### config.mk
export PLATFORM = sky130hd
export DESIGN_NAME = bit_serializer
export DESIGN_NICKNAME = d
export VERILOG_FILES = /design/src/rtl/bit_serializer_pkg.sv /design/src/rtl/down_counter.sv /design/src/rtl/bit_serializer.sv
export SDC_FILE = /design/constraint.sdc
export NUM_CORES = 1
export LEC_CHECK = 0
export ABC_AREA = 1
export BUFFER_PORTS_ARGS = -buffer_cell sky130_fd_sc_hd__clkbuf_2
export CAP_MARGIN = 20
export CORE_ASPECT_RATIO = 0.8
export CORE_UTILIZATION = 30
export CTS_CLUSTER_DIAMETER = 200
export DETAILED_ROUTE_END_ITERATION = 16
export PLACE_DENSITY = 0.53
export SLEW_MARGIN = 15
export SYNTH_ARGS = -nofsm -noshare
export SYNTH_HDL_FRONTEND = slang
export SYNTH_HIERARCHICAL = 1
export SYNTH_SLANG_ARGS = --single-unit
export TNS_END_PERCENT = 50
### constraint.sdc
create_clock -name clk -period 3.46 [get_ports clk]
set_input_delay 0.173 -clock clk [delete_from_list [all_inputs] [get_ports clk]]
set_output_delay 0.173 -clock clk [all_outputs]
set_load 0.02 [all_outputs]
### src/rtl/bit_serializer_pkg.sv
// Shared types and constants for the bit serializer.
package bit_serializer_pkg;

    localparam int GAP_CNT_W = 4;

    typedef enum logic [1:0] {
        ST_IDLE  = 2'd0,
        ST_SHIFT = 2'd1,
        ST_GAP   = 2'd2
    } state_t;

endpackage

### src/rtl/down_counter.sv
// Loadable down counter with a zero flag decoded from the registered count.
// Latency: load/decrement take effect on the next posedge; no backpressure.
module down_counter #(
    parameter int W = 4
) (
    input  logic         clk,
    input  logic         rst_n,
    input  logic         load_i,
    input  logic [W-1:0] load_val_i,
    input  logic         dec_i,
    output logic         zero_o
);

    logic [W-1:0] cnt_q;
    logic [W-1:0] cnt_d;

    always_comb begin
        cnt_d = cnt_q;
        if (load_i) begin
            cnt_d = load_val_i;
        end else if (dec_i) begin
            cnt_d = cnt_q - W'(1);
        end
    end

    always_ff @(posedge clk or negedge rst_n) begin
        if (!rst_n) begin
            cnt_q <= '0;
        end else begin
            cnt_q <= cnt_d;
        end
    end

    assign zero_o = (cnt_q == '0);

endmodule

### src/rtl/bit_serializer.sv
// Parallel-to-serial front end: one accepted word leaves as WIDTH strobed bits, then GAP idle cycles.
// Latency: first bit one cycle after accept; in_ready stays low for the whole word and gap.
module bit_serializer
    import bit_serializer_pkg::*;
#(
    parameter int WIDTH     = 8,
    parameter int GAP       = 1,
    parameter bit MSB_FIRST = 1'b0
) (
    input  logic             clk,
    input  logic             rst_n,
    input  logic             in_valid,
    input  logic [WIDTH-1:0] in_data,
    output logic             in_ready,
    output logic             en,
    output logic             d,
    output logic             busy,
    output logic             done
);

    localparam int CNT_W = $clog2(WIDTH);
    localparam logic [CNT_W-1:0]     BIT_LOAD = CNT_W'(WIDTH - 1);
    localparam logic [GAP_CNT_W-1:0] GAP_LOAD = GAP_CNT_W'((GAP > 0) ? GAP - 1 : 0);

    state_t           state_q;
    state_t           state_d;
    logic [WIDTH-1:0] sr_q;
    logic [WIDTH-1:0] sr_d;
    logic             rdy_q;
    logic             rdy_d;
    logic             done_q;
    logic             done_d;

    logic accept;
    logic last_bit;
    logic bit_zero;
    logic gap_zero;

    assign accept   = in_valid && rdy_q;
    assign last_bit = (state_q == ST_SHIFT) && bit_zero;

    down_counter #(.W(CNT_W)) u_bit_cnt (
        .clk        (clk),
        .rst_n      (rst_n),
        .load_i     (accept),
        .load_val_i (BIT_LOAD),
        .dec_i      (state_q == ST_SHIFT),
        .zero_o     (bit_zero)
    );

    down_counter #(.W(GAP_CNT_W)) u_gap_cnt (
        .clk        (clk),
        .rst_n      (rst_n),
        .load_i     (last_bit),
        .load_val_i (GAP_LOAD),
        .dec_i      (state_q == ST_GAP),
        .zero_o     (gap_zero)
    );

    always_ff @(posedge clk or negedge rst_n) begin
        if (!rst_n) begin
            state_q <= ST_IDLE;
        end else begin
            state_q <= state_d;
        end
    end

    always_comb begin
        state_d = state_q;
        case (state_q)
            ST_IDLE:  if (accept)   state_d = ST_SHIFT;
            ST_SHIFT: if (bit_zero) state_d = (GAP > 0) ? ST_GAP : ST_IDLE;
            ST_GAP:   if (gap_zero) state_d = ST_IDLE;
            default:                state_d = ST_IDLE;
        endcase
    end

    always_comb begin
        en   = (state_q == ST_SHIFT);
        busy = (state_q != ST_IDLE);
        d    = 1'b0;
        if (state_q == ST_SHIFT) begin
            d = MSB_FIRST ? sr_q[WIDTH-1] : sr_q[0];
        end
        in_ready = rdy_q;
        done     = done_q;
    end

    // rdy is registered from the next state so it stays low through reset and rises one edge after release
    always_comb begin
        sr_d = sr_q;
        if (accept) begin
            sr_d = in_data;
        end else if (state_q == ST_SHIFT) begin
            sr_d = MSB_FIRST ? {sr_q[WIDTH-2:0], 1'b0} : {1'b0, sr_q[WIDTH-1:1]};
        end
        rdy_d  = (state_d == ST_IDLE);
        done_d = last_bit;
    end

    always_ff @(posedge clk or negedge rst_n) begin
        if (!rst_n) begin
            sr_q   <= '0;
            rdy_q  <= 1'b0;
            done_q <= 1'b0;
        end else begin
            sr_q   <= sr_d;
            rdy_q  <= rdy_d;
            done_q <= done_d;
        end
    end

endmodule

==> flow_summary_export.csv, run 1 <==
group,metric,value,unit
global_routing,grt_usage,12.2,%
pwr,finalPower,1080,uW
pwr,sequentialPowerShare,38.2,%
routing,drt-total-wl,2020,um
global_routing,grt_start_max_net_pins,20,
worst_setup_path,cp.buffers_inverters,3,
worst_setup_path,worst-r2r-setup-slack,1.97,ns
synth,synth_area_leaders,"dfrtp_1, nand2_1, nand3_1",
synth,synth_cell_types,17,
routing,viasPerCell,4.34,
pwr,switchingPower,489,uW
layout,regArea,475,sq um
clock_tree,cts-root-buf,"clkbuf_8",
worst_setup_path,cpMaxStageDelayCell,"dfrtp_1",
hold_path,holdCritStartpoint,"in_data[7]",
worst_setup_path,max_stage_delay,0.40,ns
pwr,p_leak,0.000719,uW
worst_setup_path,r2r.worst_path.cells,8,
die,die_width,68.9,um
synth,syn-cell-area,1070,sq um
synth,syn_inst,144,
clock_tree,clkLatencyLatePin,0.26,ns
clock_tree,post_cts_buffers,0,
worst_setup_path,cp-start-kind,"register",
timing,fin_crit_sh,46.9,%
routing,first_pass_iters,4,
timing,hold_viol_final,0,
global_routing,grt_pass1_vias,781,
clock_tree,cts_tree,"yes",
worst_setup_path,path_max_fanout,11,
global_routing,gr-total-overflow,0,
worst_setup_path,worstReg2RegStart,"u_bit_cnt/cnt_q[0]",
synth,syn_avg_cell_area,7.46,sq um
hold_path,min_delay_path_depth,3,
place,numPlacedInstances,202,
timing,rsz0062_at_grt,"no",
layout,drive_gt1_share,13.9,%
synth,synth_edf_count,0,
worst_setup_path,path_common_cell,"inv_1",
synth,synth_top_cell_by_area,"dfrtp_1",
worst_setup_path,critPathRequiredTime,3.29,ns
timing,skew,0.00669,ns
clock_tree,clkTransAtPathRegs,0.07,ns
synth,seq_area_frac_synth,44.3,%
worst_setup_path,endpoint_kind,"output pin",
synth,ys_ff_latch,19,
layout,insertedDiodeCount,0,
global_routing,grt_pass1_wl,3480,um
place,io_buffers,15,
timing,period_needed,1.62,ns
worst_setup_path,r2r_end,"u_gap_cnt/cnt_q[3]",
clock_tree,clockBufferDepth,2,
timing,slew_violations,0,
die,fp.dieArea,3820,sq um
pwr,comb_power_share,47.4,%
place,gp_congestion,0.745,
die,start_util,31.4,%
routing,first_iter_violations,50,
layout,multi_input_area,500,sq um
pwr,internal-power,591,uW
clock_tree,numCtsBuffers,3,
timing,fmaxAchievable,0.616,GHz
status,outcome,"complete, no violations",
timing,finalSetupViolCount,0,
worst_setup_path,path_class,"register to output pin",
worst_setup_path,worstPathCellList,"inv_1 -> nand2_1 -> inv_1 -> clkbuf_2",
layout,final_cells,207,
pwr,p_sw_share,45.3,%
clock_tree,htree_levels,1,
routing,drc_errors,0,
routing,wl_per_cell,9.76,um
worst_setup_path,cp_top_family,"buffers and inverters",
flow_run,maxCapViolCount,0,
synth,synth_ff_type,"dfrtp_1",
pwr,powerDensity,877,nW/um^2
synth,synthArstFlopShare,100,%
synth,synth_common_cells,"nand2_1, nand3_1, dfrtp_1",
die,die_y,55.5,um
hold_path,holdCritPathClass,"input port to register",
synth,ys_warn_count,6,
die,rows,19,
routing,ant_nets,0,
routing,num_vias,898,
place,hpwl,1460,um
die,io_pins,16,
timing,setup-tns-final,0,ns
layout,area_delta_synth_final,14.7,%
pwr,power_frac_clock,14.4,%
clock_tree,cts_sinks,19,
synth,synth.most_common_cell,"nand2_1",
layout,fin_nets,180,
pwr,peakVddDrop,0.331,mV
synth,synth_top_area_share,44.3,%
layout,fill_cells,377,
hold_path,hold_end,"sr_q[7]",
global_routing,antenna_found_initial,0,
worst_setup_path,cp_data_arrival_time,1.45,ns
die,core_area,3420,sq um
## registers in the layout, summed over array words and instances (netlist names)
signal and flops:
sr_q 8, in_ready 1, u_bit_cnt/cnt_q 3, done 1, u_gap_cnt/cnt_q 4, state_q 2
## timing repair
item                                   CTS  global route
endpoints found under the hold margin   19             0
hold buffers                             1             0
resized for setup                        0             0
## stage by stage
stage / worst slack, ns / cell area [sq um] / util (%) / hold slack (ns)
finish: 1.84 / 1230 / 36.0 / 0.122
floorplan: 2.13 / 1090 / - / -0.123
global route: 1.72 / 1230 / 36.0 / 0.133
detailed placement: 1.98 / 1170 / 34.3 / 0.173
CTS: 1.81 / 1230 / 36.0 / 0.112
global placement: 2.04 / 1170 / 34.3 / 0.168
## cells by family (layout without fill, tap and decap cells)
logic type	after synthesis	after routing	share of synthesized area [%]
adder cells (fa/ha/maj)	3	3	3.50
AO/OA/AOI/OAI	1	1	0.700
AND/OR/NAND/NOR	95	95	39.2
buffers and inverters	23	39	10.8
other	2	7	0.700
flip-flops	19	19	44.3
XOR/XNOR	1	1	0.816
## cells in the final DEF (no fill, tap or decap)
cell | netlist | final
dlygate4sd3_1 | 0 | 1
ha_1 | 3 | 3
dfrtp_1 | 19 | 19
inv_1 | 18 | 18
nand2_8 | 1 | 1
a22oi_1 | 1 | 1
xor2_1 | 1 | 1
nand3_1 | 25 | 25
clkbuf_2 | 0 | 15
clkinv_2 | 0 | 1
inv_2 | 1 | 1
nand3b_1 | 2 | 2
conb_1 | 2 | 7
nor2_1 | 11 | 11
nor3b_1 | 1 | 1
nand2_1 | 53 | 53
clkbuf_8 | 0 | 3
nand2_2 | 2 | 2
## area by class of cell
| cell class | count | share of cell area, % |
|---|---|---|
| Timing Repair Buffer | 16 | 6.91 |
| Sequential cell | 19 | 38.6 |
| Multi-Input combinational cell | 107 | 40.7 |
| Clock buffer | 3 | 3.35 |
| Clock inverter | 1 | 0.407 |
| Inverter | 19 | 5.79 |
| Tap cell | 42 | 4.27 |
## per-layer routing
metal | share of wire (%) | track usage [%]
met4 | 0 | 2.62
met2 | 42 | 17.3
met3 | 6.1 | 3.93
met5 | 0 | 0
met1 | 52 | 17.8
## worst reg2reg max path, delay by kind of cell (launching register included)
kind	cells	cell delay, ns
adder cells (fa/ha/maj)	2	0.38
buffers and inverters	2	0.17
flip-flops	1	0.36
AO/OA/AOI/OAI	1	0.10
AND/OR/NAND/NOR	3	0.42
## worst max-delay path by stage
stage,start,slack [ns],endpoint,cells after the start
final,state_q[1],1.84,en,4
after global routing,state_q[1],1.72,en,4
after CTS,state_q[1],1.81,en,4
after detailed placement,u_bit_cnt/cnt_q[0],1.98,u_gap_cnt/cnt_q[1],8
after global placement,u_bit_cnt/cnt_q[0],2.04,u_gap_cnt/cnt_q[2],8
after floorplan,u_bit_cnt/cnt_q[0],2.13,u_gap_cnt/cnt_q[3],8
## power by group through the flow
stage	clock network [uW]	registers, uW	logic [uW]
floorplan	0	395	436
global placement	0	413	505
detailed placement	0	416	519
CTS	166	412	522
global route	172	428	606
finish	155	413	512
Power figures use the tool's default switching activity.
==> run 2: changes to the inputs <==
- PLACE_DENSITY: 0.53 -> 0.55
- clock period: 3.46 -> 1.4 ns (I/O delays scaled with it)
==> flow_summary_export.csv, run 2 (synthesis gave the netlist of run 1 again) <==
group,metric,value,unit
die,io_pins,16,
layout,post-route-util,38.5,%
global_routing,gr-total-overflow,0,
global_routing,grt_pass1_wl,3610,um
timing,fin_crit_sh,92.8,%
place,numPlacedInstances,205,
layout,fin_nets,186,
flow_run,maxCapViolCount,0,
worst_setup_path,cp-start-kind,"register",
timing,fin_ws,0.100,ns
worst_setup_path,cpMaxStageDelayCell,"dfrtp_1",
die,rows,19,
routing,ant_nets,0,
pwr,peakVddDrop,0.963,mV
layout,final_cell_mix,"nand2_1, nand3_1, dfrtp_1, inv_1, clkbuf_2",
clock_tree,cts_sinks,19,
pwr,powerDensity,2200,nW/um^2
place,hpwl,1540,um
layout,top_regs,"sr_q x8, u_gap_cnt/cnt_q x4, u_bit_cnt/cnt_q x3",
worst_setup_path,path_class,"register to register",
die,core_area,3420,sq um
routing,drt-total-wl,2160,um
global_routing,antenna_found_initial,0,
worst_setup_path,critPathRequiredTime,1.55,ns
place,dp_slack,-0.0481,ns
routing,num_vias,950,
die,start_util,31.4,%
place,place_area,1200,sq um
worst_setup_path,r2r.worst_path.cells,8,
global_routing,grt_usage,12.4,%
clock_tree,clkTransAtPathRegs,0.07,ns
clock_tree,cts-root-buf,"clkbuf_8",
layout,area_delta_synth_final,22.7,%
timing,hold_viol_final,0,
status,outcome,"complete, no violations",
clock_tree,clkLatencyLatePin,0.25,ns
worst_setup_path,worstReg2RegStart,"u_bit_cnt/cnt_q[0]",
layout,final_common_cell,"nand2_1",
worst_setup_path,path_max_fanout,4,
hold_path,min_delay_path_depth,3,
die,fp.dieArea,3820,sq um
global_routing,grt_start_max_net_pins,20,
layout,top_register,"sr_q",
worst_setup_path,worstPathCellList,"inv_1 -> ha_1 -> ha_2 -> nand3_2 -> inv_4 -> nor2_4 -> a22oi_2 -> nand2_1",
hold_path,hold_end,"sr_q[7]",
routing,wl_per_cell,10.1,um
timing,slew_violations,0,
clock_tree,numCtsBuffers,3,
clock_tree,clockBufferDepth,2,
hold_path,holdCritStartpoint,"in_data[7]",
routing,first_pass_iters,4,
worst_setup_path,r2r_end,"u_gap_cnt/cnt_q[3]",
routing,drc_errors,0,
routing,viasPerCell,4.46,
timing,skew,0.00178,ns
worst_setup_path,worst-r2r-setup-slack,0.10,ns
layout,drive_gt1_share,22.2,%
timing,fmaxAchievable,0.769,GHz
timing,finalSetupViolCount,0,
global_routing,grt_pass1_vias,902,
worst_setup_path,max_stage_delay,0.38,ns
timing,period_needed,1.30,ns
clock_tree,cts_tree,"yes",
timing,rsz0062_at_grt,"no",
hold_path,holdCritPathClass,"input port to register",
pwr,p_leak,0.000749,uW
layout,insertedDiodeCount,0,
layout,design_area,1320,sq um
worst_setup_path,endpoint_kind,"register",
place,io_buffers,15,
worst_setup_path,cp_data_arrival_time,1.45,ns
clock_tree,htree_levels,1,
die,die_y,55.5,um
die,die_width,68.9,um
place,gp_congestion,0.747,
layout,final_cells,213,
layout,largest_register_ffs,8,
routing,first_iter_violations,32,
[run 2: final cells by class]
cell class	instances	area (sq um)
clock inverters	1	5.00
fillers	387	2110
clock buffers	3	41.3
inverters	19	73.8
flip-flops and latches	19	477
multi-input cells	107	536
well taps	42	52.6
repair buffers	22	133
[run 2: per-stage QoR]
stage | setup TNS [ns] | total power [uW] | hold slack [ns]
floorplan | 0 | 2050 | -0.226
global placement | 0 | 2320 | 0.0631
detailed placement | -0.119 | 2370 | 0.0700
CTS | 0 | 2800 | 0.00704
global route | 0 | 3200 | 0.00524
finish | 0 | 2890 | 0.0163
[run 2: metal layers]
layer	share of wire [%]	GRT usage, %	vias up
met5	0	0	-
li1	-	-	491
met4	0	1.75	0
met2	50	21.4	18
met3	5.9	3.72	0
met1	44	15.3	441
[run 2: critical path: cells and delay by family (launching register included)]
family / cells / cell delay, ns
buffers and inverters: 2 / 0.16
and+or+nand+nor: 3 / 0.22
adders and majority gates: 2 / 0.31
DFF: 1 / 0.38
AOI/OAI and AO/OA: 1 / 0.12
[run 2: worst max path at each step]
stage / from / end / slack (ns) / cells past startpoint
floorplan: u_bit_cnt/cnt_q[0] / u_gap_cnt/cnt_q[3] / 0.07 / 8
global placement: u_bit_cnt/cnt_q[0] / u_gap_cnt/cnt_q[3] / 0.01 / 8
global route: u_bit_cnt/cnt_q[1] / u_gap_cnt/cnt_q[3] / 0.002 / 8
finish: u_bit_cnt/cnt_q[0] / u_gap_cnt/cnt_q[3] / 0.10 / 8
detailed placement: u_bit_cnt/cnt_q[0] / u_gap_cnt/cnt_q[3] / -0.05 / 8
CTS: u_bit_cnt/cnt_q[0] / u_gap_cnt/cnt_q[3] / 0.008 / 8
[run 2: power breakdown]
part           leakage [uW]  internal (uW)  switching, uW
Combinational      0.000485            598            914
Clock             0.0000255            198            182
Sequential         0.000238            808            195
Total              0.000749           1600           1290
[run 2: timing repair]
action / in CTS / in global routing
pin swaps: 0 / 0
endpoints found under the setup margin: 5 / 5
resized for setup: 4 / 11
hold endpoints to repair: 19 / 0
hold buffers: 1 / 0
buffers inserted: 0 / 3
gates cloned: 0 / 0
